<file path="src/rtl/conv_window_sched_pkg.sv">
// Shared constants and state encoding for the 3x3 convolution window sequencer.
package conv_window_sched_pkg;

  localparam int DATA_W = 8;
  localparam int ACC_W  = 16;
  localparam int KSIZE  = 3;
  localparam int KTAPS  = KSIZE * KSIZE;
  localparam int KIDX_W = $clog2(KTAPS + 1);

  typedef enum logic [2:0] {
    ST_IDLE  = 3'd0,
    ST_FETCH = 3'd1,
    ST_CONV  = 3'd2,
    ST_CAPT  = 3'd3,
    ST_OUT   = 3'd4,
    ST_DONE  = 3'd5
  } state_t;

endpackage

</file>
<file path="src/rtl/conv_window_sched_if.sv">
// Bundle of control, image RAM, datapath and result-stream signals of the window sequencer.
// Result stream: a beat transfers on a rising edge where out_valid && out_ready; once raised,
// out_valid stays high and out_data/out_addr stay stable until that edge.
interface conv_window_sched_if #(
  parameter int ADDR_W = 10,
  parameter int DATA_W = conv_window_sched_pkg::DATA_W,
  parameter int ACC_W  = conv_window_sched_pkg::ACC_W
);
  import conv_window_sched_pkg::*;

  logic                      start;
  logic                      busy;
  logic                      done;
  logic                      pix_rd;
  logic [ADDR_W-1:0]         pix_addr;
  logic [DATA_W-1:0]         pix_data;
  logic [KTAPS*DATA_W-1:0]   win;
  logic                      conv_en;
  logic [ACC_W-1:0]          conv_result;
  logic                      out_valid;
  logic                      out_ready;
  logic [ACC_W-1:0]          out_data;
  logic [ADDR_W-1:0]         out_addr;
  state_t                    dbg_state;

  modport master (
    input  start, pix_data, conv_result, out_ready,
    output busy, done, pix_rd, pix_addr, win, conv_en,
           out_valid, out_data, out_addr, dbg_state
  );

  modport slave (
    output start, pix_data, conv_result, out_ready,
    input  busy, done, pix_rd, pix_addr, win, conv_en,
           out_valid, out_data, out_addr, dbg_state
  );

endinterface

</file>
<file path="src/rtl/conv_window_sched_win_raster_cnt.sv">
// Output-map raster position: walks (orow, ocol) over the valid 3x3 window origins.
module win_raster_cnt #(
  parameter int IMG_W  = 28,
  parameter int IMG_H  = 28,
  parameter int ADDR_W = 10
) (
  input  logic              clk,
  input  logic              rst_n,
  input  logic              clear,
  input  logic              advance,
  output logic [ADDR_W-1:0] orow,
  output logic [ADDR_W-1:0] ocol,
  output logic              last_win,
  output logic [ADDR_W-1:0] out_addr
);
  import conv_window_sched_pkg::*;

  localparam logic [ADDR_W-1:0] COL_LAST = ADDR_W'(IMG_W - 3);
  localparam logic [ADDR_W-1:0] ROW_LAST = ADDR_W'(IMG_H - 3);
  localparam logic [ADDR_W-1:0] OUT_W    = ADDR_W'(IMG_W - 2);
  localparam logic [ADDR_W-1:0] ONE      = ADDR_W'(1);

  always_ff @(posedge clk or negedge rst_n) begin
    if (!rst_n) begin
      orow <= '0;
      ocol <= '0;
    end else if (clear) begin
      orow <= '0;
      ocol <= '0;
    end else if (advance) begin
      if (ocol == COL_LAST) begin
        ocol <= '0;
        orow <= orow + ONE;
      end else begin
        ocol <= ocol + ONE;
      end
    end
  end

  assign last_win = (orow == ROW_LAST) && (ocol == COL_LAST);
  assign out_addr = orow * OUT_W + ocol;

endmodule

</file>
<file path="src/rtl/conv_window_sched.sv">
// Raster sequencer for the 3x3 convolution datapath: fetches each window from a 1-port
// image RAM, steps the 2-stage datapath, and streams the sums with their output addresses.
module conv_window_sched #(
  parameter int IMG_W  = 28,
  parameter int IMG_H  = 28,
  parameter int ADDR_W = 10,
  parameter int DATA_W = conv_window_sched_pkg::DATA_W,
  parameter int ACC_W  = conv_window_sched_pkg::ACC_W
) (
  input logic               clk,
  input logic               rst_n,
  conv_window_sched_if.master bus
);
  import conv_window_sched_pkg::*;

  if (IMG_W < 3 || IMG_H < 3 || (IMG_W * IMG_H) > (1 << ADDR_W)) begin : g_param_err
    $error("conv_window_sched: illegal IMG_W/IMG_H/ADDR_W combination");
  end

  localparam logic [KIDX_W-1:0] K_DRAIN   = KIDX_W'(KTAPS);
  localparam logic [KIDX_W-1:0] CONV_LAST = KIDX_W'(1);
  localparam logic [ADDR_W-1:0] IMG_W_A   = ADDR_W'(IMG_W);

  state_t                      state_q, state_d;
  logic [KIDX_W-1:0]           k_q, cap_k_q;
  logic                        rd_pend_q;
  logic [KTAPS-1:0][DATA_W-1:0] win_q;
  logic [ACC_W-1:0]            out_data_q;
  logic [ADDR_W-1:0]           out_addr_q;
  logic                        ras_clear, ras_adv, last_win, pix_rd;
  logic [ADDR_W-1:0]           orow, ocol, ras_addr, r_off, c_off, pix_addr;

  win_raster_cnt #(
    .IMG_W (IMG_W),
    .IMG_H (IMG_H),
    .ADDR_W(ADDR_W)
  ) u_raster (
    .clk     (clk),
    .rst_n   (rst_n),
    .clear   (ras_clear),
    .advance (ras_adv),
    .orow    (orow),
    .ocol    (ocol),
    .last_win(last_win),
    .out_addr(ras_addr)
  );

  always_comb begin
    state_d   = state_q;
    ras_clear = 1'b0;
    ras_adv   = 1'b0;
    case (state_q)
      ST_IDLE: begin
        if (bus.start) begin
          state_d   = ST_FETCH;
          ras_clear = 1'b1;
        end
      end
      ST_FETCH: if (k_q == K_DRAIN) state_d = ST_CONV;
      ST_CONV:  if (k_q == CONV_LAST) state_d = ST_CAPT;
      ST_CAPT:  state_d = ST_OUT;
      ST_OUT: begin
        if (bus.out_ready) begin
          if (last_win) begin
            state_d = ST_DONE;
          end else begin
            state_d = ST_FETCH;
            ras_adv = 1'b1;
          end
        end
      end
      ST_DONE:  state_d = ST_IDLE;
      default:  state_d = ST_IDLE;
    endcase
  end

  // k_q counts taps in FETCH (with one extra drain cycle) and stages in CONV.
  always_ff @(posedge clk or negedge rst_n) begin
    if (!rst_n) begin
      state_q    <= ST_IDLE;
      k_q        <= '0;
      cap_k_q    <= '0;
      rd_pend_q  <= 1'b0;
      win_q      <= '0;
      out_data_q <= '0;
      out_addr_q <= '0;
    end else begin
      state_q   <= state_d;
      rd_pend_q <= pix_rd;
      cap_k_q   <= k_q;
      if (state_d != state_q) begin
        k_q <= '0;
      end else if (state_q == ST_FETCH || state_q == ST_CONV) begin
        k_q <= k_q + KIDX_W'(1);
      end
      if (rd_pend_q) begin
        win_q[cap_k_q] <= bus.pix_data;
      end
      if (state_q == ST_CAPT) begin
        out_data_q <= bus.conv_result;
        out_addr_q <= ras_addr;
      end
    end
  end

  assign pix_rd = (state_q == ST_FETCH) && (k_q < K_DRAIN);

  always_comb begin
    r_off    = ADDR_W'(k_q / KIDX_W'(KSIZE));
    c_off    = ADDR_W'(k_q % KIDX_W'(KSIZE));
    pix_addr = '0;
    if (pix_rd) pix_addr = (orow + r_off) * IMG_W_A + ocol + c_off;
  end

  assign bus.busy      = (state_q != ST_IDLE);
  assign bus.done      = (state_q == ST_DONE);
  assign bus.pix_rd    = pix_rd;
  assign bus.pix_addr  = pix_addr;
  assign bus.win       = win_q;
  assign bus.conv_en   = (state_q == ST_CONV);
  assign bus.out_valid = (state_q == ST_OUT);
  assign bus.out_data  = out_data_q;
  assign bus.out_addr  = out_addr_q;
  assign bus.dbg_state = state_q;

endmodule
</file>
<file path="src/flat_wrapper.sv">
// flat-port wrapper written by rule: the top's interface ports become plain ports
module conv_window_sched_flat import conv_window_sched_pkg::*;
#(
  parameter int IMG_W  = 28,
  parameter int IMG_H  = 28,
  parameter int ADDR_W = 10,
  parameter int DATA_W = conv_window_sched_pkg::DATA_W,
  parameter int ACC_W  = conv_window_sched_pkg::ACC_W
)
  (clk, rst_n, bus_start, bus_pix_data, bus_conv_result, bus_out_ready, bus_busy, bus_done, bus_pix_rd, bus_pix_addr, bus_win, bus_conv_en, bus_out_valid, bus_out_data, bus_out_addr, bus_dbg_state);
  conv_window_sched_if #(.ADDR_W(ADDR_W), .DATA_W(DATA_W), .ACC_W(ACC_W)) bus_i ();
  input logic clk;
  input logic rst_n;
  input wire logic [$bits(bus_i.start)-1:0] bus_start;
  input wire logic [$bits(bus_i.pix_data)-1:0] bus_pix_data;
  input wire logic [$bits(bus_i.conv_result)-1:0] bus_conv_result;
  input wire logic [$bits(bus_i.out_ready)-1:0] bus_out_ready;
  output wire logic [$bits(bus_i.busy)-1:0] bus_busy;
  output wire logic [$bits(bus_i.done)-1:0] bus_done;
  output wire logic [$bits(bus_i.pix_rd)-1:0] bus_pix_rd;
  output wire logic [$bits(bus_i.pix_addr)-1:0] bus_pix_addr;
  output wire logic [$bits(bus_i.win)-1:0] bus_win;
  output wire logic [$bits(bus_i.conv_en)-1:0] bus_conv_en;
  output wire logic [$bits(bus_i.out_valid)-1:0] bus_out_valid;
  output wire logic [$bits(bus_i.out_data)-1:0] bus_out_data;
  output wire logic [$bits(bus_i.out_addr)-1:0] bus_out_addr;
  output wire logic [$bits(bus_i.dbg_state)-1:0] bus_dbg_state;
  assign bus_i.start = bus_start;
  assign bus_i.pix_data = bus_pix_data;
  assign bus_i.conv_result = bus_conv_result;
  assign bus_i.out_ready = bus_out_ready;
  assign bus_busy = bus_i.busy;
  assign bus_done = bus_i.done;
  assign bus_pix_rd = bus_i.pix_rd;
  assign bus_pix_addr = bus_i.pix_addr;
  assign bus_win = bus_i.win;
  assign bus_conv_en = bus_i.conv_en;
  assign bus_out_valid = bus_i.out_valid;
  assign bus_out_data = bus_i.out_data;
  assign bus_out_addr = bus_i.out_addr;
  assign bus_dbg_state = bus_i.dbg_state;
  conv_window_sched #(.IMG_W(IMG_W), .IMG_H(IMG_H), .ADDR_W(ADDR_W), .DATA_W(DATA_W), .ACC_W(ACC_W)) u_core (.clk(clk), .rst_n(rst_n), .bus(bus_i));
endmodule
</file>
<file path="config.mk">
export PLATFORM = sky130hd
export DESIGN_NAME = conv_window_sched_flat
export DESIGN_NICKNAME = d
export VERILOG_FILES = /design/src/rtl/conv_window_sched_pkg.sv /design/src/rtl/conv_window_sched_if.sv /design/src/rtl/conv_window_sched_win_raster_cnt.sv /design/src/rtl/conv_window_sched.sv /design/src/flat_wrapper.sv
export SDC_FILE = /design/constraint.sdc
export NUM_CORES = 1
export LEC_CHECK = 0
export ABC_AREA = 1
export BUFFER_PORTS_ARGS = -buffer_cell sky130_fd_sc_hd__buf_4
export CORE_AREA = 2 2 141 143
export CTS_BUF_LIST = sky130_fd_sc_hd__clkbuf_16
export CTS_CLUSTER_SIZE = 25
export DETAILED_ROUTE_END_ITERATION = 12
export DIE_AREA = 0 0 143 145
export HOLD_SLACK_MARGIN = 0.08
export PLACE_DENSITY = 0.65
export SLEW_MARGIN = 15
export SYNTH_ARGS = -nofsm -noshare
export SYNTH_HDL_FRONTEND = slang
export SYNTH_SLANG_ARGS = --single-unit
</file>
<file path="constraint.sdc">
create_clock -name clk -period 6.8 [get_ports clk]
set_clock_uncertainty 0.05 [all_clocks]
set_input_delay 0.34 -clock clk [delete_from_list [all_inputs] [get_ports clk]]
set_output_delay 0.34 -clock clk [all_outputs]
set_load 0.01 [all_outputs]
</file>
==> metrics.md <==
| Metric | Value |
|---|---|
| Status | finished, final reports clean |
| Reg-to-Reg Start | u_core.u_raster.orow[2] |
| Initial Util | 39.6% |
| Max stage delay on crit path | 0.53 ns |
| Critical Path Slowest Stage Cell | fa_1 |
| Register area share after synthesis | between 40% and 50% |
| Post-DP Area | roughly 0.009 sq mm |
| First-pass GRT wire length | around 31000 um |
| Setup WS post-layout | 0.305 ns |
| Fin. max-slew vios | 0 |
| WL/cell | 14.4 um |
| Mapped Area | between 0.007 and 0.008 sq mm |
| Actual slew at the worst max-slew pin | between 0.9 and 1 ns |
| Die height | 145 um |
| Crit path max-delay family | adder cells |
| Max_cap viols | 0 |
| CTS sink cnt | 130 |
| Via density | 4.84 |
| Most frequent cells in the layout | nand2_1 (202), buf_4 (157), dfrtp_1 (128) |
| Pre-CTS setup slack | -0.127 ns |
| Setup_tns | 0 ns |
| Maximum clock rate | about 150 MHz |
| Clock Latency Late Sink | 0.42 ns |
| Largest net degree at the start of global routing | 80 |
| Ant diodes | 0 |
| IO Count | 144 |
| Row count | 51 |
| Initial antenna violation count | 0 |
| Relative slew slack | roughly 35% |
| GRT overflow | 0 |
| Critical path endpoint category | output port |
| CP bufs+invs | 7 |
| I/O Buffers | 143 |
| Clock root buffer master | clkbuf_16 |
| Most used cell, CP | nand3_1 |
| Multi-input logic area | 0.00398 sq mm |
| Top-area cell type share of the netlist area | around 43% |
| Cells after Synth | 898 |
| Total track usage | 18.9% |
| DIE AREA | 0.0207 sq mm |
| # fillers | 1760 |
| Post-synth cell types | 44 |
| WHS Endpoint | u_core.bus.dbg_state[2] |
| DRT Wirelength | around 19000 um |
| Cell taking the most area after synthesis | dfrtp_1 |
| Hold Path Stages | 4 |
| CTS tree | built |
| WP data arrival | slightly above 6 ns |
| Initial detailed-routing violation count | about 360 |
| Prevailing post-synth register cell | dfrtp_1 |
| Crit share post-route | a little over nine tenths |
| Final instance area | 0.0100 sq mm |
| DR DRC count | 0 |
| Crit-path max FO | 7 |
| RD Place Congestion | about 0.82 |
| Vias in the first global route | 6163 |
| Area grow syn2layout | 31.6% |
| Reg2Reg Setup Slack | ~3.3 ns |
| Placeable Area | 0.0192 sq mm |
| Htree depth | 4 |
| CTS Buf Count | 17 |
| Worst reg2reg path endpoint | u_core.bus.out_addr[8] |
| Iteration count of the initial detailed-routing pass | 4 |
| Worst min-delay path category | in -> reg |
| Register area | 0.00326 sq mm |
| Hold Fails Final Rpt | 0 |
| DP HPWL | about 14000 um |
| Hold path startpoint | bus_out_ready |
| Via count | 6523 |
| Commonest non-fill, non-tap cell in the layout | nand2_1 |
| Yosys warning count | 0 |
| Clock-pin slew on the worst setup and hold paths | around 0.06 ns |
| Mapped Nets | 999 |
| Synth Area in Compound Gates | 10.1% |
| Synth area leaders | dfrtp_1 (43%), nand2_1 (10%), ha_1 (8.9%) |
| Post-Synth Adder-Cell Area | 13.9% |
| Kind of critical path | reg -> out |
| Syn_area_per_cell | between 8 and 9 sq um |
| Fraction of layout cells with a size suffix above 1 | 22.9% |
| Setup crit start kind | flop |
| Die span in x | 143 um |
| Post-synth EDFFs | 0 |
| Largest family of logic cells by synthesized area | simple AND/OR/NAND/NOR gates |
| R2R cell count | 14 |
| Post-synth ARST share | 100% |
| Finish-stage setup viols | 0 |
| Final Critical Period | approximately 6.5 ns |
| Mux share of post-synthesis cell area | 0% |
| Critical Path RT | 6.41 ns |
| Detail Route Antenna Nets | 0 |
| Synth Area in XOR/XNOR | 4.49% |
| Seq cells post-synth | 130 |
| CTS max path bufs | 2 |
| Post-Synth Simple-Gate Area | 21.5% |
| Fin nets | 1172 |
==> worst max path at each step <==
stage                     depth (start not counted)         endpoint  slack (ns)     startpoint
final                                            32  bus_pix_addr[9]        0.30  u_core.k_q[2]
after CTS                                        30  bus_pix_addr[9]       0.005  u_core.k_q[2]
after global routing                             36  bus_pix_addr[9]       -0.02  u_core.k_q[2]
after floorplan                                  30  bus_pix_addr[9]        0.45  u_core.k_q[2]
after global placement                           34  bus_pix_addr[9]        0.19  u_core.k_q[2]
after detailed placement                         34  bus_pix_addr[9]       -0.13  u_core.k_q[2]
==> through the flow <==
step	util, %	instances	hold WS, ns
3_3_place_gp	46.7	1292	0.377
3_5_place_dp	46.7	1292	0.379
4_1_cts	51.4	1346	0.111
5_1_grt	52.1	1349	0.133
6_report	52.1	1349	0.121
2_1_floorplan	-	898	-0.00559
==> sequential cells by signal (all words and copies together), names as in the netlist <==
signal	cells
u_core.cap_k_q	4
u_core.u_raster.orow	10
u_core.bus.out_data	16
u_core.bus.out_addr	10
u_core.u_raster.ocol	10
u_core.k_q	4
u_core.bus.dbg_state	3
u_core.rd_pend_q	1
u_core.bus.win	72
==> routing by layer <==
metal	vias to the layer above	wire, um	GRT usage [%]
met5	-	0	0
met4	0	365	5.89
met3	28	855	3.53
met2	147	9600	32.0
met1	3096	8610	24.3
li1	3252	-	-
==> cells by family after synthesis <==
family / after synthesis
xor+xnor: 39
flops: 130
buf+inv: 143
fa+ha+maj: 73
simple gates: 369
compound gates: 144
==> timing repair <==
action | 4_1_cts | 5_1_grt
hold buffers | 17 | 0
pin swaps | 2 | 14
buffers inserted | 5 | 3
setup endpoints to repair | 3 | 2
hold endpoints to repair | 67 | 0
gates resized for setup | 12 | 25
==> cells in the mapped netlist (2+ instances only) <==
library cell and instances:
nor2_1 66, dfrtp_1 130, xnor2_1 9, nand2_1 204, o21a_1 2, inv_1 117
fa_1 19, o31ai_1 2, nand2_2 2, nand4_1 17, a21oi_1 50, inv_2 6
o211ai_1 2, nor2_4 2, a21o_1 2, clkbuf_1 15, nand3_1 45, nand2_4 2
nand3_2 2, nor4_1 3, xor2_1 30, nor3_1 8, nand3b_1 3, buf_2 4
o21ai_0 77, ha_1 54, nor3_2 4, or2_2 5
==> worst reg2reg max path, stage by stage, from the launching register on <==
cell and delay [ns]:
dfrtp_1 0.50, inv_1 0.11, ha_1 0.32, fa_1 0.50
inv_1 0.04, ha_1 0.34, nand3_1 0.10, nand3_1 0.10
xor2_1 0.15, inv_1 0.06, ha_1 0.34, inv_1 0.07
o311ai_0 0.40, xnor2_1 0.17, o21ai_0 0.08
==> layout make-up <==
cell class	instances	area share [%]
Clock buffer	17	4.25
Clock inverter	15	2.07
Inverter	123	4.64
Multi-Input combinational cell	625	39.7
Sequential cell	130	32.5
Tap cell	265	3.31
Timing Repair Buffer	174	13.5
Power is left out: the tool's default activity adds up to more than one toggle a clock period on the data nets, which glitch-free logic cannot reach.
